[config.mk]
export PLATFORM = sky130hd
export DESIGN_NAME = commit_tracker
export DESIGN_NICKNAME = d
export VERILOG_FILES = /design/src/rtl/commit_tracker.sv
export SDC_FILE = /design/constraint.sdc
export NUM_CORES = 1
export LEC_CHECK = 0
export ABC_AREA = 1
export BUFFER_PORTS_ARGS = -buffer_cell sky130_fd_sc_hd__buf_2
export CAP_MARGIN = 10
export CORE_AREA = 2 2 231 233
export CTS_CLUSTER_DIAMETER = 50
export CTS_CLUSTER_SIZE = 10
export DETAILED_ROUTE_END_ITERATION = 12
export DIE_AREA = 0 0 233 235
export PLACE_DENSITY = 0.65
export SYNTH_ARGS = -nofsm -noshare
export SYNTH_HDL_FRONTEND = slang
export SYNTH_SLANG_ARGS = --single-unit
[constraint.sdc]
create_clock -name clock -period 2.8 [get_ports clock]
set_clock_uncertainty 0.15 [all_clocks]
set_input_delay 0.42 -clock clock [delete_from_list [all_inputs] [get_ports clock]]
set_output_delay 0.42 -clock clock [all_outputs]
set_load 0.05 [all_outputs]
[src/rtl/commit_tracker.sv]
// commit_tracker: turns raw writeback state into at most one commit record per cycle,
// with stall dedup, halt-trap capture and cycle/retired-instruction counters.
module commit_tracker #(
  parameter logic [31:0] TRAP_INST = 32'h0000006b,
  parameter bit          DEDUP     = 1'b1
) (
  input  logic        clock,
  input  logic        reset,
  input  logic        wb_valid,
  input  logic [63:0] wb_pc,
  input  logic [31:0] wb_inst,
  input  logic        wb_wen,
  input  logic [4:0]  wb_wdest,
  input  logic [63:0] wb_wdata,
  input  logic [63:0] a0_value,
  output logic        commit_valid,
  output logic [63:0] commit_pc,
  output logic [31:0] commit_inst,
  output logic        commit_wen,
  output logic [7:0]  commit_wdest,
  output logic [63:0] commit_wdata,
  output logic        trap_valid,
  output logic [2:0]  trap_code,
  output logic [63:0] trap_pc,
  output logic [63:0] cycle_cnt,
  output logic [63:0] instr_cnt
);
  typedef enum logic {RUN, HALT} state_e;
  state_e      state;
  logic [63:0] lastPc;
  logic        lastPcValid;
  logic        held;
  logic        bubble;
  logic        dup;
  logic        accept;
  always_comb begin
    bubble = !wb_valid || wb_inst == '0;
    dup    = DEDUP && lastPcValid && held && wb_pc == lastPc;
    accept = state == RUN && !bubble && !dup;
  end
  // held: wb_valid (with a real instruction) unbroken since the last accept
  always_ff @(posedge clock) begin
    if (reset) begin
      state        <= RUN;
      lastPc       <= '0;
      lastPcValid  <= 1'b0;
      held         <= 1'b0;
      commit_valid <= 1'b0;
      commit_pc    <= '0;
      commit_inst  <= '0;
      commit_wen   <= 1'b0;
      commit_wdest <= '0;
      commit_wdata <= '0;
      trap_valid   <= 1'b0;
      trap_code    <= '0;
      trap_pc      <= '0;
      cycle_cnt    <= '0;
      instr_cnt    <= '0;
    end else begin
      commit_valid <= accept;
      if (state == RUN) cycle_cnt <= cycle_cnt + 64'd1;
      if (accept) begin
        commit_pc    <= wb_pc;
        commit_inst  <= wb_inst;
        commit_wen   <= wb_wen && wb_wdest != '0;
        commit_wdest <= {3'b000, wb_wdest};
        commit_wdata <= wb_wdata;
        instr_cnt    <= instr_cnt + 64'd1;
        lastPc       <= wb_pc;
        lastPcValid  <= 1'b1;
        held         <= 1'b1;
        if (wb_inst == TRAP_INST) begin
          state      <= HALT;
          trap_valid <= 1'b1;
          trap_code  <= a0_value[2:0];
          trap_pc    <= wb_pc;
        end
      end else if (bubble) begin
        held <= 1'b0;
      end
    end
  end
endmodule

Word-level counts from Yosys, hierarchy flattened:

Cells that the tools add are included.

* flip-flop bits (word level): 365
* output and inout port bits: 366
* input bits: 233
* logic and storage cells: 33

* eq/ne operators: 2
* add/sub/neg operators: 2
* muxes and demuxes: 2
* bitwise gates (word level): 1
* reduce and logical (&&, ||, !) cells: 13

Operators by type and width (number)
* adder 64 x 1 -> 64 bit, second input constant: 2
* == test 64 bit: 1
* == test 32 x 7 -> 1 bit, second input constant: 1
* logical NOT 32 bit: 1
* logical AND 1 bit: 5
* nonzero test 5 bit: 1
* logical NOT 1 bit: 3
* 2-to-1 mux 1 bit: 2
* AND reduction 2 bit: 1
* nonzero test 2 bit: 1
* logical OR 1 bit: 1
* inverter 1 bit: 1

Depth between registers and ports, before layout:

* word-level depth: 6
* gate-level depth with buffers: 15
* depth with buffers taken out: 13

Worst setup path after synthesis:

No wires, ideal clock.

* kind: flip-flop to flip-flop
* start point: reg cycle_cnt[0]
* end point: reg cycle_cnt[54]
* arrival: 2179 ps
* setup slack: 354 ps
* stages on the path, launching flop included: 13
* path buffers: 0
* data required time: 2533 ps
* setup time: 117 ps
* cells stage by stage: dfxtp_1 > ha_1 > nand3_1 > nor2_2 > nand2_1 > nor2_1 > nand2_1 > nor2_4 > nand3_2 > nor2_2 > nand3_1 > nand2_1 > nor2_1

* longest elaborated chain between the ends: 1

RTL lines
* start: declaration: RTL line 25 `output logic [63:0] cycle_cnt,`
* start signal: assignment: RTL line 61 `if (state == RUN) cycle_cnt <= cycle_cnt + 64'd1;`
* adder 64 x 1 -> 64 bit: RTL line 61

Every way passes these cells.
A chain may end at the register's enable or synchronous reset.

Worst setup path after layout:

* start point: in wb_pc[61]
* end point: reg commit_wdata[12]

* longest elaborated chain between the ends: 4

RTL lines
* start: declaration: RTL line 10 `input logic [63:0] wb_pc,`
* == test 64 bit: RTL line 38 `dup = DEDUP && lastPcValid && held && wb_pc == lastPc;`
* logical AND 1 bit: RTL line 38
* logical NOT 1 bit: RTL line 39 `accept = state == RUN && !bubble && !dup;`
* logical AND 1 bit: RTL line 39
* end signal: assignment: RTL line 67 `commit_wdata <= wb_wdata;`
* end: declaration: RTL line 21 `output logic [63:0] commit_wdata,`

Every way passes these cells.

==> results.toml <==
[synthesis]
synth_edf_count = 0
synth_common_cells = "nand2_1, nor2_1, dfxtp_1, inv_1, nand3_1"
synth_cell_types = 41
ys_ff_latch = 365
avgSynthCellArea_um2 = 6.39
synth_top_cell_area_share_pct = 39.6
yosysSeqAreaShare_pct = 39.6
netlist_area_um2 = 18400
synth_most_common_cell = "nand2_1"
synth_cells = 2889
async_flop_share_pct = 0
synthTopCellsByArea = "dfxtp_1, nand2_1, nor2_1"
yosysTopAreaCell = "dfxtp_1"
synth_top_flop_cell = "dfxtp_1"
ys_warn_count = 0

[worst_setup_path]
cp-end-kind = "flop"
critPathKind = "in2reg"
arrival_ns = 3.03
reg2reg_depth = 14
start_kind = "input port"
r2r_setup_slack_ns = 0.28
critPathRequiredTime_ns = 3.16
r2r_end = "commit_wdata[12]"
r2r_start = "lastPc[63]"
cp_max_fo = 18

[run]
cap_violations = 0

[global_route]
grt_pass1_vias = 19200
antenna_found_initial = 3
grt-ovfl-total = 0
grtUsageTotal_pct = 24.4
grt_max_degree = 102
grt_pass1_wl_um = 107000

[min_path]
min_from = "wb_wdest[0]"
hold_path.class = "in2reg"
min_to = "commit_wdest[0]"
min_path_cells = 3

[route]
first_pass_iters = 7
drt_iter0_drc = 1380
vias_per_cell = 4.80
drt_wl_total_um = 69900
dr_total_vias = 20600
route.detailed.drc = 0
drtAntennaViolNets = 0
wl_per_cell_um = 16.3

[clock_tree]
clk_path_buf_depth = 3
clkSinkCount = 365
numCtsBuffers = 52
clk_latency_ns = 0.59
h-tree-depth = 2
cts.clk_slew.worst_paths_ns = 0.05
cts-root-buf = "clkbuf_16"
cts_tree = "yes"

[pwr]
peakVddDrop_mv = 0.432
p_clk_share_pct = 46.2
p_leak_nw = 11.7
p_total_mw = 14.0
pwr_density_cell_nw_per_um2 = 548
p_switching_mw = 3.99
intPower_mw = 9.99
power_frac_comb_pct = 14.4
netSwitchingFraction_pct = 28.6
p_seq_share_pct = 39.4

[sta]
rsz0062_at_grt = "false"
fin_crit_sh_pct = 95.1
fmax_ghz = 0.376
fin_tns_setup_ns = 0
holdWs_ns = 0.0391
hold_viol = 0
worstMarginPinSlew_ns = 0.555
setup_viol = 0
slew_violations = 0
post-route-min-period_ns = 2.66
slew_headroom_pct = 62.7

[cells_and_area]
nets = 3815
drive_above_1_share_pct = 20.5
fin_area_um2 = 25500
syn2layout_area_growth_pct = 38.4

[die]
io-pin-count = 599
rows = 84
coreArea_um2 = 52200
fp.dieH_um = 235
initial_utilization_pct = 35.3
die_x_um = 233
dieArea_um2 = 54800

[outcome]
status = "finished, final reports clean"

[placement]
placed_area_um2 = 22100
place.gp.congestion = 0.945
port_buffers = 534
dpl.hpwl_um = 50600
[placed cells by master (no fill, tap or decap), types with 31 or more instances in the layout]
cell,synthesis,final
buf_4,12,44
inv_1,354,353
nand4_1,100,100
buf_2,31,533
dlygate4sd3_1,0,160
a21oi_1,98,98
o21ai_0,98,98
nand2_1,654,654
xor2_1,37,37
nand3_1,123,122
xnor2_1,31,31
nor2_1,641,638
o21ai_1,109,109
dfxtp_1,365,365
clkbuf_16,0,55
nor3_1,67,67
[critical path, stage by stage]
cell	delay (ns)
dlygate4sd3_1	0.54
buf_2	0.13
inv_1	0.05
nand2_1	0.12
nand2_1	0.07
nor2_1	0.16
nand2_1	0.09
nor2_1	0.16
nand2_1	0.12
nor2_4	0.17
nand3_4	0.20
nand2_8	0.21
buf_12	0.19
buf_4	0.15
o21ai_1	0.06
nor2_1	0.15
[repair_timing]
| item | CTS | global route |
|---|---|---|
| resized for setup | 0 | 7 |
| setup buffers | 0 | 5 |
| hold buffers | 160 | 0 |
| endpoints found under the setup margin | 0 | 253 |
| hold endpoints to repair | 160 | 0 |
[how the worst max path moves through the flow]
stage	start	end
6_report	wb_pc[61]	commit_wdata[12]
5_1_grt	wb_pc[61]	commit_wdata[12]
4_1_cts	wb_pc[61]	commit_wdest[2]
3_5_place_dp	wb_pc[63]	commit_wdest[2]
3_3_place_gp	wb_pc[63]	instr_cnt[33]
2_1_floorplan	cycle_cnt[0]	cycle_cnt[54]
[logic make-up (layout without fill, tap and decap cells)]
family	Yosys count	in the layout	share of synthesized area [%]
flops	365	365	39.6
compound gates	314	314	8.62
xor+xnor	68	68	3.23
fa+ha+maj	2	2	0.136
buf+inv	503	1218	11.3
other cells	1	5	0.0203
simple gates	1636	1637	37.1
[per-stage QoR]
step,instances,setup slack [ns],utilization [%]
6_report,4297,0.138,48.9
5_1_grt,4296,0.00915,48.9
4_1_cts,4287,0.0274,48.6
3_5_place_dp,4046,-0.0510,42.4
3_3_place_gp,4046,-0.0294,42.4
2_1_floorplan,2891,0.354,-
[sequential cells by signal, indices dropped and copies added, names as in the netlist, 3 cells and up]
register and cells:
trap_pc 64, trap_code 3, lastPc 64, commit_wdest 5
instr_cnt 64, commit_wdata 64, commit_inst 32, cycle_cnt 64
[cell type report]
class / count / area (um^2)
Tap cell: 688 / 861
Fill cell: 5259 / 26700
Inverter: 373 / 1410
Antenna cell: 2 / 5.00
Sequential cell: 365 / 7310
Clock inverter: 20 / 267
Multi-Input combinational cell: 2024 / 9140
Clock buffer: 61 / 1390
Timing Repair Buffer: 764 / 5160
[power by group through the flow]
stage	registers (mW)	logic, mW	clock network (mW)
finish	5.51	2.01	6.46
global placement	5.62	1.80	0
floorplan	6.24	0.592	0
global route	5.53	2.16	6.81
detailed placement	5.62	1.81	0
CTS	5.51	1.99	6.60
[per-layer routing]
layer,vias to the layer above,global-route usage [%],wire (um)
met2,774,39.8,31900
met1,9313,32.7,31100
met4,4,6.68,1730
met5,-,0,27
met3,111,4.64,5160
li1,10400,-,-
Note: power is estimated with default switching activity, not from simulation.
